==> config.mk <==
export PLATFORM = sky130hd
export DESIGN_NAME = seg7_scan_ctrl
export DESIGN_NICKNAME = d
export VERILOG_FILES = /design/src/rtl/seg7_scan_ctrl.sv
export SDC_FILE = /design/constraint.sdc
export NUM_CORES = 1
export LEC_CHECK = 0
export CORE_UTILIZATION = 60
export DETAILED_ROUTE_END_ITERATION = 10
export GPL_TIMING_DRIVEN = 0
export HOLD_SLACK_MARGIN = 0.05
export PLACE_DENSITY_LB_ADDON = 0.1
export SETUP_SLACK_MARGIN = 0.3
export SYNTH_ARGS = -nofsm -noshare
export SYNTH_HDL_FRONTEND = slang
export SYNTH_SLANG_ARGS = --single-unit
==> constraint.sdc <==
create_clock -name clk -period 3.7 [get_ports clk]
set_clock_uncertainty 0.2 [all_clocks]
set_input_delay 0.74 -clock clk [delete_from_list [all_inputs] [get_ports clk]]
set_output_delay 0.74 -clock clk [all_outputs]
set_load 0.02 [all_outputs]
==> src/rtl/seg7_scan_ctrl.sv <==
// seg7_scan_ctrl: time-multiplexes one hex code bus across NUM_DIGITS digits with blanking gaps.
//  clk, reset          rising-edge clock, synchronous active-high reset
//  load, value, lz_en  strobe a new display word and leading-zero mode into the shadow
//  digit_code          4-bit code of the digit being driven
//  digit_en            one-hot digit drive, zero while blanked or suppressed
//  frame_start         pulse on the cycle digit 0 starts (shadow copied if pending)
//  pending             shadow holds a word not yet shown
module seg7_scan_ctrl #(
  parameter int NUM_DIGITS   = 4,
  parameter int SHOW_CYCLES  = 50000,
  parameter int BLANK_CYCLES = 500
) (
  input  logic                    clk,
  input  logic                    reset,
  input  logic                    load,
  input  logic [4*NUM_DIGITS-1:0] value,
  input  logic                    lz_en,
  output logic [3:0]              digit_code,
  output logic [NUM_DIGITS-1:0]   digit_en,
  output logic                    frame_start,
  output logic                    pending
);
  localparam int MAXC = SHOW_CYCLES > BLANK_CYCLES ? SHOW_CYCLES : BLANK_CYCLES;
  localparam int CW   = MAXC > 1 ? $clog2(MAXC) : 1;
  localparam int IW   = NUM_DIGITS > 1 ? $clog2(NUM_DIGITS) : 1;
  typedef enum logic {BLANK, SHOW} state_t;
  state_t                  state_q, state_d;
  logic [CW-1:0]           cnt_q, cnt_d;
  logic [IW-1:0]           idx_q, idx_d, nxt;
  logic                    first_q, first_d;
  logic [4*NUM_DIGITS-1:0] active_q, active_d, shadow_q, shadow_d;
  logic [NUM_DIGITS-1:0]   supp_q, supp_d, supp_sh, en_q, en_d;
  logic                    lz_q, lz_d, fs_q, fs_d, pend_q, pend_d, allz;
  logic [3:0]              code_q, code_d;
  assign digit_code  = code_q;
  assign digit_en    = en_q;
  assign frame_start = fs_q;
  assign pending     = pend_q;
  // a digit is suppressed when it and every more significant digit are zero
  always_comb begin
    allz    = 1'b1;
    supp_sh = '0;
    for (int i = NUM_DIGITS - 1; i > 0; i--) begin
      allz       = allz & (shadow_q[4*i +: 4] == 4'h0);
      supp_sh[i] = lz_q & allz;
    end
  end
  // the very first digit after reset is digit 0, not idx+1
  assign nxt = first_q ? '0 : (idx_q == IW'(NUM_DIGITS - 1) ? '0 : idx_q + IW'(1));
  always_comb begin
    state_d  = state_q;
    cnt_d    = cnt_q + CW'(1);
    idx_d    = idx_q;
    first_d  = first_q;
    active_d = active_q;
    supp_d   = supp_q;
    shadow_d = shadow_q;
    lz_d     = lz_q;
    pend_d   = pend_q;
    code_d   = code_q;
    en_d     = en_q;
    fs_d     = 1'b0;
    if (state_q == BLANK) begin
      if (cnt_q == CW'(BLANK_CYCLES - 1)) begin
        cnt_d   = '0;
        state_d = SHOW;
        idx_d   = nxt;
        first_d = 1'b0;
        if (nxt == '0) begin
          fs_d = 1'b1;
          if (pend_q) begin
            active_d = shadow_q;
            supp_d   = supp_sh;
            pend_d   = 1'b0;
          end
        end
        code_d = active_d[4*nxt +: 4];
        en_d   = (NUM_DIGITS'(1) << nxt) & ~supp_d;
      end
    end else if (cnt_q == CW'(SHOW_CYCLES - 1)) begin
      cnt_d   = '0;
      state_d = BLANK;
      en_d    = '0;
    end
    // a load on the boundary cycle lands after the copy and stays pending
    if (load) begin
      shadow_d = value;
      lz_d     = lz_en;
      pend_d   = 1'b1;
    end
  end
  always_ff @(posedge clk) begin
    if (reset) begin
      state_q  <= BLANK;
      cnt_q    <= '0;
      idx_q    <= '0;
      first_q  <= 1'b1;
      active_q <= '0;
      supp_q   <= '0;
      shadow_q <= '0;
      lz_q     <= 1'b0;
      pend_q   <= 1'b0;
      code_q   <= '0;
      en_q     <= '0;
      fs_q     <= 1'b0;
    end else begin
      state_q  <= state_d;
      cnt_q    <= cnt_d;
      idx_q    <= idx_d;
      first_q  <= first_d;
      active_q <= active_d;
      supp_q   <= supp_d;
      shadow_q <= shadow_d;
      lz_q     <= lz_d;
      pend_q   <= pend_d;
      code_q   <= code_d;
      en_q     <= en_d;
      fs_q     <= fs_d;
    end
  end
endmodule

==> results.py, run 1 <==
metrics = {
    "sta": {
        "report.final.slew_viol_count": 0,
        "finalCriticalPeriod_ns": 2.64,
        "setup_violation_total_in_the_final_timing_report": 0,
        "rsz0062_at_grt": "false",
        "worst-slew-pin-transition_ns": 0.790,
        "hold_viol": 0,
        "fmax_mhz": 379,
        "slew_headroom": 0.473,
        "period_share": 0.713,
        "tns_ns": 0,
    },
    "power_and_ir_drop": {
        "power_density_nw_per_um2": 413,
        "static-leakage-power_nw": 1.24,
        "max_rail_drop_vdd_uv": 233,
    },
    "routing": {
        "detail_route.wl_per_cell_um": 15.6,
        "via_count": 2576,
        "drt-total-wl_um": 6720,
        "vias_per_cell": 5.98,
        "dr.first_iter.drc_count": 211,
        "route.detailed.drc": 0,
        "detail_route_antenna_nets": 0,
        "drt_first_pass_iters": 5,
    },
    "grt": {
        "grt_first_pass_wirelength_um": 10900,
        "overflow": 0,
        "groute.usage.overall": 0.275,
        "grt_max_degree": 11,
        "first_global_vias": 2301,
        "antenna_found_initial": 0,
    },
    "setup_path": {
        "worstSetupStartpointType": "flip-flop",
        "arrival_ns": 2.71,
        "worst-endpoint-required_ns": 3.77,
        "worst-setup-path-type": "reg -> reg",
        "maximum_fanout_along_the_worst_path": 10,
        "critPathCaptureType": "flip-flop",
    },
    "final_layout": {
        "final_cells": 431,
        "antenna-diode-count": 0,
        "layout.cell_area.non_filler_um2": 3480,
        "area_growth_from_synthesis_to_final_layout_pct": 19.1,
        "fin_nets": 382,
        "final_layout_size_suffix_gt1_frac": 0.0907,
        "fillCellCount": 358,
    },
    "floorplan": {
        "io-pin-count": 30,
        "die_h_um": 71.8,
        "die_area_um2": 5160,
        "placementRows": 25,
        "core_area_um2": 4720,
        "initial_core_util": 0.620,
        "x_dimension_of_the_die_um": 71.8,
    },
    "synth": {
        "ys_async_sr_fraction": 0,
        "mappedNetlistNets": 343,
        "synth_edf_count": 0,
        "ys.warnings.count": 0,
        "count_leader_synth": "sky130_fd_sc_hd__dfxtp_1",
        "seq_area_frac_synth": 0.458,
        "syn_avg_cell_area_um2": 9.12,
        "synth.ff_latch_count": 67,
        "synthesis.instances": 321,
        "synthTopCellsByCount": "67 x sky130_fd_sc_hd__dfxtp_1, 41 x sky130_fd_sc_hd__nor2_1, 24 x sky130_fd_sc_hd__a21oi_1",
        "post_synth_num_cell_types": 37,
        "post_synth_main_area_contributors": "sky130_fd_sc_hd__dfxtp_1 46%, sky130_fd_sc_hd__mux2i_1 7.5%, sky130_fd_sc_hd__nor2_1 5.3%",
        "synth.top_cell.area_share": 0.458,
        "synth_top_cell_by_area": "sky130_fd_sc_hd__dfxtp_1",
        "postSynth.topFlopCell": "sky130_fd_sc_hd__dfxtp_1",
        "netlist_area_um2": 2930,
    },
    "hold_path": {
        "min_path_type": "reg -> reg",
    },
    "job": {
        "cap_viol_max_count": 0,
    },
    "clock_tree": {
        "tritoncts.num_buffers": 9,
        "tritoncts_clock_tree": "done",
        "post-cts-setup-buffers": 0,
        "clock_tree_buf_depth": 2,
        "cts_hold_buf": 0,
        "ctsHtreeMaxLevel": 3,
        "clockRootBuffer": "sky130_fd_sc_hd__clkbuf_8",
        "worst_skew_pair.late_latency_ns": 0.34,
        "cts_repair_resize_count": 0,
        "clk_transition_reported_paths_ns": 0.07,
        "tritoncts_num_sinks": 67,
    },
    "placement": {
        "placedCellCount": 416,
        "place_congestion": 0.876,
        "port_buffers": 28,
        "dpl.hpwl_um": 4640,
        "postPlaceCellArea_um2": 3290,
    },
    "run_status": {
        "status": "finished clean",
    },
}
sequential cells by signal (all words and copies together) (netlist names):
register / count
active_q: 16
cnt_q: 16
digit_code: 4
digit_en: 4
first_q: 1
frame_start: 1
idx_q: 2
lz_q: 1
pending: 1
shadow_q: 16
state_q: 1
supp_q: 4
stage by stage:
step                      setup WS [ns]   util  power [W]  hold slack, ns
after floorplan                    1.45      -   0.000809           0.229
after global placement             1.00  0.697   0.000844           0.242
after detailed placement          0.976  0.697   0.000847           0.258
after CTS                          1.08  0.738    0.00144           0.267
after global routing              0.814  0.738    0.00148           0.282
final                              1.06  0.738    0.00144           0.270
where the power goes:
| part | internal (W) | switching (W) | leakage (nW) |
|---|---|---|---|
| clock network | 0.000344 | 0.000263 | 0.0995 |
| logic | 0.0000409 | 0.0000433 | 0.594 |
| registers | 0.000736 | 0.0000116 | 0.544 |
cells in the final DEF, fill, tap and decap left out, types with 2 or more instances in the layout:
cell and n:
sky130_fd_sc_hd__dfxtp_1 67, sky130_fd_sc_hd__nor2_1 41, sky130_fd_sc_hd__clkdlybuf4s50_1 28, sky130_fd_sc_hd__a21oi_1 24
sky130_fd_sc_hd__o21ai_0 23, sky130_fd_sc_hd__mux2i_1 22, sky130_fd_sc_hd__nand4_1 20, sky130_fd_sc_hd__clkbuf_1 18
sky130_fd_sc_hd__xnor2_1 13, sky130_fd_sc_hd__nand3_1 12, sky130_fd_sc_hd__clkbuf_8 11, sky130_fd_sc_hd__mux2_2 10
sky130_fd_sc_hd__inv_1 8, sky130_fd_sc_hd__nand2_1 8, sky130_fd_sc_hd__nor4_1 8, sky130_fd_sc_hd__nor3_1 7
sky130_fd_sc_hd__o2111ai_1 5, sky130_fd_sc_hd__o32a_1 4, sky130_fd_sc_hd__buf_1 4, sky130_fd_sc_hd__and3_1 3
sky130_fd_sc_hd__or3_1 2, sky130_fd_sc_hd__or4_4 2, sky130_fd_sc_hd__or4_1 2, sky130_fd_sc_hd__buf_2 2
sky130_fd_sc_hd__nand4b_1 2, sky130_fd_sc_hd__or4b_2 2, sky130_fd_sc_hd__ha_1 2
cells by family (layout without fill, tap and decap cells):
logic type / count (synthesis) / after routing / synth area share
AO/OA/AOI/OAI: 62 / 62 / 0.130
XOR/XNOR: 14 / 14 / 0.0419
adder cells (fa/ha/maj): 2 / 2 / 0.00855
buffers and inverters: 31 / 74 / 0.0432
flip-flops: 67 / 67 / 0.458
multiplexers: 32 / 32 / 0.114
AND/OR/NAND/NOR: 113 / 113 / 0.204
layer usage:
metal	vias to the layer above	share of wire	global-route usage
li1	1243	-	-
met1	1244	0.49	0.380
met2	71	0.45	0.417
met3	18	0.039	0.0506
met4	0	0.023	0.131
met5	-	0	0
area by class of cell:
cell class              instances  area [µm²]  share of cell area
multi-input cells             223        1460               0.419
flip-flops and latches         67        1340               0.385
repair buffers                 28         280              0.0804
clock buffers                  13         159              0.0456
plain buffers                  23        96.3              0.0276
well taps                      67        83.8              0.0241
clock inverters                 2        35.0              0.0101
inverters                       8        30.0             0.00862
worst paths after layout:
| path | slack, ns | depth (start not counted) | endpoint | startpoint |
|---|---|---|---|---|
| worst max-delay path | 1.06 | 7 | active_q[5] | idx_q[0] |
| worst min-delay path | 0.27 | 2 | supp_q[2] | supp_q[2] |
| worst max register to register | 1.06 | 7 | active_q[5] | idx_q[0] |
| worst min register to register | 0.27 | 2 | supp_q[2] | supp_q[2] |
critical path: stages (launching register included):
cell and delay [ns]:
sky130_fd_sc_hd__dfxtp_1 0.36, sky130_fd_sc_hd__ha_1 0.30, sky130_fd_sc_hd__clkbuf_1 0.32, sky130_fd_sc_hd__o21ba_2 0.24, sky130_fd_sc_hd__o2111ai_1 0.55, sky130_fd_sc_hd__clkbuf_1 0.33, sky130_fd_sc_hd__o21ai_0 0.14, sky130_fd_sc_hd__a21oi_1 0.13
Power figures use the tool's default switching activity.
==> run 2: changes to the inputs <==
--- a/config.mk
+++ b/config.mk
@@ -5,7 +5,7 @@
 export SDC_FILE = /design/constraint.sdc
 export NUM_CORES = 1
 export LEC_CHECK = 0
-export CORE_UTILIZATION = 60
+export CORE_UTILIZATION = 56
 export DETAILED_ROUTE_END_ITERATION = 10
 export GPL_TIMING_DRIVEN = 0
 export HOLD_SLACK_MARGIN = 0.05
==> constraint.sdc (replaced) <==
create_clock -name clk -period 2.5 [get_ports clk]
set_clock_uncertainty 0.2 [all_clocks]
set_input_delay 0.5 -clock clk [delete_from_list [all_inputs] [get_ports clk]]
set_output_delay 0.5 -clock clk [all_outputs]
set_load 0.02 [all_outputs]
==> run 2 against run 1 <==
Against the previous run:
- total power grew 49%
- global-route usage grew 0.35 points
- die area grew 6.9%
- routed wire length grew 12%
- count of clock-buffer cells in the layout shrank 2
- maximum frequency grew 13%
- critical path depth shrank 1
- utilization grew 6.5 points
- critical endpoint is now cnt_q[6]
- largest cell class unchanged
==> results.py, run 2 (same netlist as run 1, synthesis figures left out) <==
metrics = {
    "grt": {
        "first_global_vias": 2277,
        "grt_max_degree": 12,
        "antenna_found_initial": 0,
        "overflow": 0,
        "grt_first_pass_wirelength_um": 11200,
        "groute.usage.overall": 0.278,
    },
    "final_layout": {
        "final_layout_size_suffix_gt1_frac": 0.274,
        "antenna-diode-count": 0,
        "layout_commonest_cell": "sky130_fd_sc_hd__dfxtp_1",
        "area_growth_from_synthesis_to_final_layout_pct": 33.9,
        "fillCellCount": 326,
        "utilization": 0.803,
        "reg.largest.list": "active_q (16), cnt_q (16), shadow_q (16)",
        "fin_nets": 396,
        "layout.cells.most_common_list": "58 x sky130_fd_sc_hd__dfxtp_1, 32 x sky130_fd_sc_hd__nor2_1, 28 x sky130_fd_sc_hd__clkdlybuf4s50_1",
    },
    "setup_path": {
        "arrival_ns": 2.37,
        "worst-setup-path-type": "reg -> reg",
        "r2r_end": "cnt_q[6]",
        "r2r.worst_path.cells": 6,
        "worstSetupStartpointType": "flip-flop",
        "maximum_fanout_along_the_worst_path": 7,
        "timing.rr.start": "state_q",
        "critPathCaptureType": "flip-flop",
        "r2r_setup_slack_ns": 0.17,
        "worst-endpoint-required_ns": 2.54,
    },
    "hold_path": {
        "min_path_type": "reg -> reg",
        "hold_path_end": "active_q[14]",
        "worst_hold_path.num_cells": 2,
        "hold_path.startpoint": "active_q[14]",
    },
    "clock_tree": {
        "tritoncts.num_buffers": 9,
        "cts_hold_buf": 0,
        "clock_tree_buf_depth": 2,
        "tritoncts_num_sinks": 67,
        "clockRootBuffer": "sky130_fd_sc_hd__clkbuf_8",
        "worst_skew_pair.late_latency_ns": 0.36,
        "ctsHtreeMaxLevel": 3,
        "clk_transition_reported_paths_ns": 0.07,
        "tritoncts_clock_tree": "done",
    },
    "floorplan": {
        "placementRows": 25,
        "io-pin-count": 30,
        "initial_core_util": 0.600,
        "die_h_um": 74.3,
        "x_dimension_of_the_die_um": 74.3,
        "die_area_um2": 5520,
        "core_area_um2": 4880,
    },
    "routing": {
        "dr.first_iter.drc_count": 242,
        "detail_route_antenna_nets": 0,
        "via_count": 2744,
        "vias_per_cell": 6.15,
        "detail_route.wl_per_cell_um": 16.8,
        "drt_first_pass_iters": 5,
        "drt-total-wl_um": 7510,
        "route.detailed.drc": 0,
    },
    "placement": {
        "place_worst_setup_slack_ns": -0.0699,
        "place_congestion": 0.874,
        "port_buffers": 28,
        "dpl.hpwl_um": 4560,
    },
    "power_and_ir_drop": {
        "static-leakage-power_nw": 1.37,
        "max_rail_drop_vdd_uv": 393,
        "power_density_nw_per_um2": 547,
    },
    "sta": {
        "fmax_mhz": 429,
        "finalCriticalPeriod_ns": 2.33,
        "setup_violation_total_in_the_final_timing_report": 0,
        "worst-slew-pin-transition_ns": 0.788,
        "report.final.slew_viol_count": 0,
        "hold_viol": 0,
        "period_share": 0.932,
        "final_critical_path_setup_slack_ns": 0.169,
        "rsz0062_at_grt": "true",
        "slew_headroom": 0.475,
    },
    "job": {
        "cap_viol_max_count": 0,
    },
    "run_status": {
        "status": "finished clean",
    },
}
## run 2: cell count changes in the layout (fill, tap and decap cells not counted), sizes merged
cell / change
buf: +18
clkinvlp: +1
clkbuf: -6
clkinv: +2
## run 2: where the power goes
group	total (W)	leakage, nW	switching [W]	internal [W]
sequential	0.00110	0.549	0.0000162	0.00109
clock	0.000895	0.0991	0.000413	0.000482
combinational	0.000142	0.724	0.0000731	0.0000687
## run 2: metrics by stage
| step | cell area, µm² | setup TNS, ns | total power (W) | hold WS, ns | cells |
|---|---|---|---|---|---|
| 6_report | 3920 | 0 | 0.00214 | 0.260 | 446 |
| 5_1_grt | 3920 | 0 | 0.00222 | 0.276 | 446 |
| 4_1_cts | 3700 | 0 | 0.00214 | 0.263 | 442 |
| 3_5_place_dp | 3300 | -0.537 | 0.00125 | 0.253 | 416 |
| 3_3_place_gp | 3300 | -0.202 | 0.00125 | 0.242 | 416 |
| 2_1_floorplan | 2940 | 0 | 0.00120 | 0.229 | 321 |
## run 2: layout make-up
class | instances | area [µm²] | share of cell area
plain buffers | 23 | 173 | 0.0441
clock buffers | 11 | 141 | 0.0361
clock inverters | 5 | 52.6 | 0.0134
inverters | 8 | 30.0 | 0.00767
multi-input cells | 223 | 1680 | 0.429
flip-flops and latches | 67 | 1360 | 0.346
well taps | 67 | 83.8 | 0.0214
repair buffers | 42 | 400 | 0.102
## run 2: repair_timing
| action | CTS | global route |
|---|---|---|
| endpoints found under the setup margin | 49 | 43 |
| cloned | 1 | 0 |
| pin swaps | 16 | 13 |
| setup buffers | 9 | 4 |
| gates resized for setup | 64 | 51 |
## run 2: worst max-delay path, stage by stage (launching register included)
cell and delay, ns:
sky130_fd_sc_hd__dfxtp_2 0.34, sky130_fd_sc_hd__or4_4 0.54, sky130_fd_sc_hd__or4_4 0.51, sky130_fd_sc_hd__buf_8 0.16, sky130_fd_sc_hd__o211ai_4 0.25, sky130_fd_sc_hd__buf_6 0.17, sky130_fd_sc_hd__nor2_1 0.04
## run 2: how the worst max path moves through the flow
stage                         start          end  slack [ns]  cells past startpoint
final                       state_q     cnt_q[6]        0.17                      6
after global routing        state_q     cnt_q[0]        0.15                      6
after global placement     idx_q[0]  active_q[8]       -0.03                      7
after CTS                  cnt_q[3]     cnt_q[6]        0.22                      6
after floorplan           cnt_q[13]     cnt_q[4]        0.27                      6
after detailed placement   idx_q[0]  active_q[7]       -0.07                      8
## run 2: metal layers
| metal | track usage | vias up | wire length, µm |
|---|---|---|---|
| met1 | 0.388 | 1309 | 3320 |
| li1 | - | 1284 | - |
| met3 | 0.103 | 27 | 596 |
| met5 | 0 | - | 0 |
| met2 | 0.382 | 124 | 3380 |
| met4 | 0.128 | 0 | 214 |
==> run 3: changes to the inputs <==
--- a/config.mk
+++ b/config.mk
@@ -5,12 +5,13 @@
 export SDC_FILE = /design/constraint.sdc
 export NUM_CORES = 1
 export LEC_CHECK = 0
-export CORE_UTILIZATION = 56
+export CORE_UTILIZATION = 25
 export DETAILED_ROUTE_END_ITERATION = 10
 export GPL_TIMING_DRIVEN = 0
 export HOLD_SLACK_MARGIN = 0.05
 export PLACE_DENSITY_LB_ADDON = 0.1
 export SETUP_SLACK_MARGIN = 0.3
+export SKIP_LAST_GASP = 1
 export SYNTH_ARGS = -nofsm -noshare
 export SYNTH_HDL_FRONTEND = slang
 export SYNTH_SLANG_ARGS = --single-unit
==> run 3 against run 2 <==
Against the previous run:
- register-to-register slack better by 0.04 ns
- die area increased by 120%
- design area rose by 4.3%
- critical endpoint is now cnt_q[10]
- largest cell class unchanged
==> results.py, run 3 (same netlist as run 1, synthesis figures left out) <==
metrics = {
    "setup_path": {
        "r2r.worst_path.cells": 6,
        "r2r_end": "cnt_q[10]",
        "timing.rr.start": "cnt_q[15]",
        "arrival_ns": 2.32,
        "cp.buffers_inverters": 2,
        "timing.critical_path.mode_cell": "sky130_fd_sc_hd__or4_4",
        "critPathCaptureType": "flip-flop",
        "worstSetupStartpointType": "flip-flop",
        "worst_path_largest_cell_delay_ns": 0.54,
        "worst-endpoint-required_ns": 2.53,
        "r2r_setup_slack_ns": 0.21,
        "crit_slowest_cell": "sky130_fd_sc_hd__or4_4",
        "path_cells": "or4_4 -> or4_4 -> buf_8 -> o211ai_4 -> buf_6 -> nor2_1",
        "worst-setup-path-type": "reg -> reg",
        "worst_path_dominant_cell_family": "simple AND/OR/NAND/NOR gates",
        "maximum_fanout_along_the_worst_path": 8,
    },
    "final_layout": {
        "fillCellCount": 1204,
        "antenna-diode-count": 0,
        "fin_nets": 399,
        "layout_commonest_cell": "sky130_fd_sc_hd__dfxtp_1",
        "reg.largest.list": "active_q (16), cnt_q (16), shadow_q (16)",
        "layout.cell_area.non_filler_um2": 4090,
        "area_growth_from_synthesis_to_final_layout_pct": 39.6,
        "utilization": 0.358,
        "final_layout_size_suffix_gt1_frac": 0.252,
        "layout.cells.most_common_list": "57 x sky130_fd_sc_hd__dfxtp_1, 39 x sky130_fd_sc_hd__nor2_1, 28 x sky130_fd_sc_hd__clkdlybuf4s50_1",
    },
    "power_and_ir_drop": {
        "netSwitchingPower_w": 0.000550,
        "p_int_w": 0.00203,
        "p_total_w": 0.00258,
        "static-leakage-power_nw": 1.48,
        "power.share.clock": 0.519,
        "power.share.switching": 0.213,
        "power_frac_seq": 0.428,
        "share_comb_of_total_power": 0.053,
        "power_density_nw_per_um2": 632,
        "max_rail_drop_vdd_uv": 270,
    },
    "grt": {
        "overflow": 0,
        "first_global_vias": 2425,
        "grt_max_degree": 11,
        "groute.usage.overall": 0.145,
        "antenna_found_initial": 0,
        "grt_first_pass_wirelength_um": 12900,
    },
    "clock_tree": {
        "ctsHtreeMaxLevel": 3,
        "tritoncts.num_buffers": 9,
        "clockRootBuffer": "sky130_fd_sc_hd__clkbuf_16",
        "clk_transition_reported_paths_ns": 0.06,
        "tritoncts_clock_tree": "done",
        "clock_tree_buf_depth": 2,
        "worst_skew_pair.late_latency_ns": 0.34,
        "cts_hold_buf": 0,
        "tritoncts_num_sinks": 67,
    },
    "floorplan": {
        "placementRows": 39,
        "initial_core_util": 0.256,
        "die_area_um2": 12100,
        "io-pin-count": 30,
        "x_dimension_of_the_die_um": 110,
        "die_h_um": 110,
        "core_area_um2": 11400,
    },
    "routing": {
        "vias_per_cell": 4.86,
        "dr.first_iter.drc_count": 136,
        "detail_route.wl_per_cell_um": 15.7,
        "detail_route_antenna_nets": 0,
        "route.detailed.drc": 0,
        "drt_first_pass_iters": 4,
        "via_count": 2546,
        "drt-total-wl_um": 8200,
    },
    "placement": {
        "postPlaceCellArea_um2": 3400,
        "port_buffers": 28,
        "place_worst_setup_slack_ns": -0.149,
        "dpl.hpwl_um": 5520,
        "place_congestion": 0.762,
    },
    "hold_path": {
        "min_path_type": "reg -> reg",
        "hold_path.startpoint": "active_q[13]",
        "worst_hold_path.num_cells": 2,
        "hold_path_end": "active_q[13]",
    },
    "job": {
        "cap_viol_max_count": 0,
    },
    "sta": {
        "slew_headroom": 0.538,
        "hold_viol": 0,
        "report.final.slew_viol_count": 0,
        "final_critical_path_setup_slack_ns": 0.208,
        "worst-slew-pin-transition_ns": 0.693,
        "finalCriticalPeriod_ns": 2.29,
        "tns_ns": 0,
        "fmax_mhz": 436,
        "rsz0062_at_grt": "true",
        "setup_violation_total_in_the_final_timing_report": 0,
        "period_share": 0.917,
    },
    "run_status": {
        "status": "finished clean",
    },
}
-- run 3: final cells by class --
type	instances	area, µm²	area share
flip-flops and latches	67	1360	0.333
well taps	143	179	0.0438
multi-input cells	223	1600	0.391
inverters	8	30.0	0.00735
clock buffers	14	284	0.0695
plain buffers	23	180	0.0441
clock inverters	1	30.0	0.00735
repair buffers	45	425	0.104
-- run 3: worst register-to-register path, delay by kind of cell, from the launching register on --
family	cells	cell delay, ns
buffers and inverters	2	0.32
and+or+nand+nor	3	1.09
AOI/OAI and AO/OA	1	0.25
DFF	1	0.33
-- run 3: worst max path at each step --
stage / start / endpoint / depth (start not counted)
after floorplan: cnt_q[13] / cnt_q[4] / 6
after global placement: idx_q[0] / active_q[8] / 7
after detailed placement: idx_q[0] / active_q[10] / 7
after CTS: cnt_q[12] / cnt_q[10] / 6
after global routing: cnt_q[15] / cnt_q[10] / 6
final: cnt_q[15] / cnt_q[10] / 6
-- run 3: repair_timing --
| item | CTS | global route |
|---|---|---|
| buffers inserted | 2 | 12 |
| pin swaps | 15 | 8 |
| setup endpoints to repair | 50 | 45 |
| cloned | 2 | 1 |
| resized for setup | 63 | 33 |
-- run 3: metrics by stage --
step | cells | hold slack [ns]
final | 524 | 0.262
after global routing | 524 | 0.277
after CTS | 511 | 0.260
after detailed placement | 492 | 0.258
after global placement | 492 | 0.250
after floorplan | 321 | 0.229
-- run 3: routing by layer --
layer | global-route usage | part of all wire | vias up | routed length, µm
li1 | - | - | 1287 | -
met1 | 0.204 | 0.52 | 1218 | 4240
met2 | 0.207 | 0.44 | 31 | 3580
met3 | 0.0500 | 0.034 | 10 | 282
met4 | 0.0451 | 0.012 | 0 | 99
met5 | 0 | 0 | - | 0
-- run 3: power by group through the flow --
stage	clock, W	combinational (W)	sequential [W]
after global routing	0.00142	0.000152	0.00111
final	0.00134	0.000138	0.00110
after global placement	0	0.000127	0.00113
after CTS	0.00136	0.000134	0.00111
after floorplan	0	0.0000730	0.00113
after detailed placement	0	0.000127	0.00113
